===== config.mk =====
export PLATFORM = sky130hd
export DESIGN_NAME = vram_dma
export DESIGN_NICKNAME = d
export VERILOG_FILES = /design/src/rtl/vram_dma.sv
export SDC_FILE = /design/constraint.sdc
export NUM_CORES = 1
export LEC_CHECK = 0
export CORE_MARGIN = 5
export CORE_UTILIZATION = 55
export DETAILED_ROUTE_END_ITERATION = 8
export PLACE_DENSITY = 0.87
export SETUP_SLACK_MARGIN = 0.5
export SYNTH_ARGS = -nofsm -noshare
export SYNTH_HDL_FRONTEND = slang
export SYNTH_SLANG_ARGS = --single-unit
export TNS_END_PERCENT = 30

===== constraint.sdc =====
create_clock -name CLOCK -period 3.3 [get_ports CLOCK]
set_clock_uncertainty 0.15 [all_clocks]
set_input_delay 0.66 -clock CLOCK [delete_from_list [all_inputs] [get_ports CLOCK]]
set_output_delay 0.66 -clock CLOCK [all_outputs]
set_load 0.005 [all_outputs]

===== src/rtl/vram_dma.sv =====
// Block fill / forward-copy engine in front of the 64 KB video RAM.
// It touches the VRAM port only on cycles where mem_grant is high.
module vram_dma #(
    parameter int ADDR_W = 16
) (
    input  logic              CLOCK,
    input  logic              RESET,
    input  logic              cfg_we,
    input  logic [2:0]        cfg_addr,
    input  logic [7:0]        cfg_din,
    output logic [7:0]        cfg_dout,
    output logic              busy,
    output logic              done_irq,
    output logic [ADDR_W-1:0] mem_addr,
    output logic [7:0]        mem_wdata,
    output logic              mem_we,
    input  logic [7:0]        mem_rdata,
    input  logic              mem_grant
);

    typedef enum logic [2:0] {
        IDLE,
        FILL,
        CP_RD,
        CP_CAP,
        CP_WR,
        FIN
    } state_t;

    state_t            state;
    state_t            state_nxt;
    state_t            launch_state;
    logic [ADDR_W-1:0] dst;
    logic [ADDR_W-1:0] src;
    logic [ADDR_W-1:0] len;
    logic [7:0]        value;
    logic [7:0]        hold;
    logic              mode;
    logic              ctrl_wr;
    logic              start_req;
    logic              abort_req;
    logic              last_byte;
    logic [15:0]       dst_rd;
    logic [15:0]       src_rd;
    logic [15:0]       len_rd;

    assign ctrl_wr   = cfg_we && (cfg_addr == 3'd7);
    assign start_req = ctrl_wr && cfg_din[0];
    assign abort_req = ctrl_wr && cfg_din[2];
    assign last_byte = (len == ADDR_W'(1));

    // A zero-length START still produces a completion pulse, but no memory traffic.
    assign launch_state = (len == '0) ? FIN : (cfg_din[1] ? CP_RD : FILL);

    assign dst_rd = 16'(dst);
    assign src_rd = 16'(src);
    assign len_rd = 16'(len);

    // NOTE: state and data registers use non-blocking assignments so every
    // flop samples the pre-edge values regardless of statement order.
    always_ff @(posedge CLOCK) begin
        if (RESET) begin
            state <= IDLE;
        end else begin
            state <= state_nxt;
        end
    end

    // NOTE: every output of this block is given a default first, so no path
    // through the case statement can leave one unassigned and infer a latch.
    always_comb begin
        state_nxt = state;
        busy      = 1'b0;
        done_irq  = 1'b0;
        mem_we    = 1'b0;
        mem_addr  = dst;
        mem_wdata = '0;
        case (state)
            IDLE: begin
                if (start_req) state_nxt = launch_state;
            end
            FILL: begin
                busy      = 1'b1;
                mem_wdata = value;
                mem_we    = mem_grant;
                if (mem_grant && last_byte) state_nxt = FIN;
            end
            CP_RD: begin
                busy     = 1'b1;
                mem_addr = src;
                if (mem_grant) state_nxt = CP_CAP;
            end
            CP_CAP: begin
                busy      = 1'b1;
                state_nxt = CP_WR;
            end
            CP_WR: begin
                busy      = 1'b1;
                mem_wdata = hold;
                mem_we    = mem_grant;
                if (mem_grant) state_nxt = last_byte ? FIN : CP_RD;
            end
            FIN: begin
                done_irq  = 1'b1;
                state_nxt = start_req ? launch_state : IDLE;
            end
            default: state_nxt = IDLE;
        endcase
        // Abort only applies to a running operation; when idle START has priority.
        if (busy && abort_req) state_nxt = FIN;
    end

    always_ff @(posedge CLOCK) begin
        if (RESET) begin
            dst   <= '0;
            src   <= '0;
            len   <= '0;
            value <= '0;
            hold  <= '0;
            mode  <= 1'b0;
        end else begin
            if (!busy && cfg_we) begin
                case (cfg_addr)
                    3'd0: dst[7:0]        <= cfg_din;
                    3'd1: dst[ADDR_W-1:8] <= cfg_din[ADDR_W-9:0];
                    3'd2: src[7:0]        <= cfg_din;
                    3'd3: src[ADDR_W-1:8] <= cfg_din[ADDR_W-9:0];
                    3'd4: len[7:0]        <= cfg_din;
                    3'd5: len[ADDR_W-1:8] <= cfg_din[ADDR_W-9:0];
                    3'd6: value           <= cfg_din;
                    3'd7: mode            <= cfg_din[1];
                    default: ;
                endcase
            end
            case (state)
                FILL, CP_WR: begin
                    if (mem_grant) begin
                        dst <= dst + 1'b1;
                        len <= len - 1'b1;
                    end
                end
                CP_RD: begin
                    if (mem_grant) src <= src + 1'b1;
                end
                // Synchronous RAM: data for the CP_RD address is on mem_rdata now.
                CP_CAP: hold <= mem_rdata;
                default: ;
            endcase
        end
    end

    always_ff @(posedge CLOCK) begin
        if (RESET) begin
            cfg_dout <= '0;
        end else begin
            case (cfg_addr)
                3'd0: cfg_dout <= dst_rd[7:0];
                3'd1: cfg_dout <= dst_rd[15:8];
                3'd2: cfg_dout <= src_rd[7:0];
                3'd3: cfg_dout <= src_rd[15:8];
                3'd4: cfg_dout <= len_rd[7:0];
                3'd5: cfg_dout <= len_rd[15:8];
                3'd6: cfg_dout <= value;
                3'd7: cfg_dout <= {6'b0, mode, busy};
                default: cfg_dout <= '0;
            endcase
        end
    end

endmodule


==> metrics <==
CP Launch Type flop; Syn Area/Cell 7.421 sq um; Max Cap Viol 0; Fin. Hold Viols 0; Met3 Wirelength 2.031 mm; Comb pwr share 43.8%; Async S/R FF share, synth 0%; Filler Cell Count 697; H-tree levels 3; Ports 58; met1 WL 6.504 mm; Tmin final 2846 ps; crit path kind reg2out; initial antenna violation count 0; Commonest cells post-synth 76 x dfxtp_1, 73 x nor2_1, 63 x nand2_1; Routed met2 length 7.137 mm; RR Startpoint len[0]$_SDFF_PP0_; Pint 2.118 mW; antenna cells 0; DRC Markers 0; worst skew pair latency 370 ps; Num CTS Buffers 9; Worst Tran Pin Value 729.9 ps; outcome complete, no violations; hold_ws 315.4 ps; routed len/inst 19.97 microns; crit path cell chain nor3b_4 > buf_4 > mux2_2 > clkdlybuf4s50_1; Num Clock Sinks 76; PwrDens 613.5 nW/um^2; Detail Placement HPWL 11.19 mm; post-synthesis cell count 637; fin util 70.19%; CTS root buffer clkbuf_8; first-pass GRT wire length 25.50 mm; routability cong. 0.9800; count of cell types in the netlist 55; Routed Antenna Nets 0; DIE WIDTH 102.7 microns; YS warnings 0; Rows 33; crit share post-route 86.25%; RSZ-0062 raised after global routing true; R2R Setup Slk 660 ps; Final WS setup 453.9 ps; Starting Density 56.96%; CTS max path bufs 2; Via density 6.552; Clock transition at path regs 80 ps; ys flop type dfxtp_1; slowest CP cell clkdlybuf4s50_1; vias in the first global route 4856; hold crit path type reg2reg; worst hold path depth 2; FF-to-FF End state[2]$_SDFFE_PP0P_; Sequential Power Share 33.5%; EDFF count, synth 0; Placement Setup Slack 366.8 ps; PortBufs 57; Hold Path End hold[6]$_SDFFE_PP0P_; CP delay by family, top buffers and inverters; Worst setup EP type primary output; pin count of the biggest net entering global routing 43; footprint of the multi-input gates 2955 sq um; Synth area leaders dfxtp_1 32%, a21oi_1 6.4%, nor2_1 5.8%, mux2i_1 5.1%, nand2_1 5.0%; final setup fails 0; max incr delay on CP 450 ps; Via Count 5307; top layer in use met4; Area Overhead vs Synth 23.24%; DIE AREA 10550 sq um; cell with the most instances after synthesis dfxtp_1; share of layout cells above drive strength 1 11.63%; Pleak 2.225 nW; Clk pwr share 22.7%; Max IR drop VDD 0.0004589 V; total gr overflow 0; synthesized area 4727 sq um; Synth area leader dfxtp_1; CP Max Fanout 6; # nets final 727; final WL 16.18 mm; CTS tree done; core region area 8299 sq um; Critical Path AT 2040 ps; FF-to-FF path depth 7; setup_tns 0 ps; 1st-iter DRT viols 470; syn nets 664; hold_sp hold[6]$_SDFFE_PP0P_; chip height 102.7 microns; top cell type's share of synthesized area 32.19%; Crit path required time 2490 ps; Sw Share 40.73%; NetSw 1.456 mW; slew margin rel. 51.34%; flops & latches, synth 76; CP Depth 4; FMAX 0.3514 GHz; area taken by flip-flops and latches 1533 sq um; GR Util All Layers 30.93%; Bufs and invs on worst path 2; Final Max Slew Viols 0; drt pass-1 iters 5; register area share after synthesis 32.19%
[layout by cell type (no fill, tap or decap), drive strengths merged, types with 3 or more instances in the layout]
cell	synthesis	routed
or3	12	12
nand2	63	63
nand2b	5	5
a31oi	15	15
and4	4	4
nor2	74	74
clkdlybuf4s50	0	48
mux2	11	11
nand3	37	37
ha	4	4
nor3	20	20
a21oi	60	60
buf	14	42
inv	21	21
a2bb2oi	6	6
nor2b	10	10
mux2i	24	24
nor3b	3	3
o211ai	12	12
a32oi	8	8
nand4	9	9
nor4	11	11
clkbuf	32	12
a211oi	14	14
o21ai	40	40
dfxtp	76	76
dlymetal6s2s	0	6
a22oi	16	16
and3	7	7
[area by class of cell]
type | instances | share of cell area [%]
clock buffer | 12 | 2.491
clock inverter | 4 | 1.246
inverter | 21 | 1.353
multi-input combinational | 494 | 50.73
sequential | 76 | 26.31
tap | 105 | 2.255
timing repair buffer | 98 | 15.61
[per-layer routing]
metal / track usage, % / vias up
met2: 45.73 / 342
met1: 43.35 / 2437
met5: 0 / -
met3: 8.254 / 51
li1: - / 2477
met4: 11.00 / 0
[timing repair]
action / in CTS / in global routing
hold buffers: 0 / 0
buffers inserted: 6 / 6
pin swaps: 1 / 1
resized for setup: 14 / 6
gates cloned: 2 / 0
endpoints found under the setup margin: 26 / 25
[sequential cells by signal (all words and copies together), names as in the netlist]
register	flops
cfg_dout	8
dst	16
hold	8
len	16
mode	1
src	16
state	3
value	8
[worst max-delay path by stage]
stage,startpoint,endpoint,slack (ps)
after floorplan,state[2]$_SDFFE_PP0P_,mem_addr[11],640
after global placement,mem_grant,mem_we,380
after detailed placement,mem_grant,mem_we,370
after CTS,state[1]$_SDFFE_PP0P_,mem_addr[7],450
after global routing,state[0]$_SDFFE_PP0P_,mem_addr[12],430
final,state[0]$_SDFFE_PP0P_,mem_addr[12],450
[power by group through the flow]
stage | Clock, mW | Combinational (mW) | Sequential, mW
finish | 0.813 | 1.56 | 1.20
global route | 0.856 | 1.69 | 1.21
CTS | 0.815 | 1.49 | 1.19
detailed placement | 0 | 1.40 | 1.21
global placement | 0 | 1.37 | 1.21
floorplan | 0 | 0.994 | 1.14
[cells by family (layout without fill, tap and decap cells)]
| kind of cell | Yosys count | after routing | synth area share, % |
|---|---|---|---|
| compound gates | 190 | 190 | 26.18 |
| fa+ha+maj | 4 | 4 | 1.059 |
| buf+inv | 67 | 135 | 5.532 |
| flops | 76 | 76 | 32.19 |
| mux | 35 | 35 | 7.703 |
| simple gates | 265 | 265 | 27.34 |
[metrics by stage]
step                instance area [sq um]  total power [mW]  instances
floorplan                            4727             2.131        637
global placement                     5461             2.574        780
detailed placement                   5461             2.616        780
CTS                                  5766             3.499        804
global route                         5826             3.749        810
finish                               5826             3.574        810
[tightest hold or removal path, stage by stage (launching register included)]
cell and delay [ps]:
dfxtp_1 320, nand2_1 50, a21oi_1 50
Note: power is estimated with default switching activity, not from simulation.
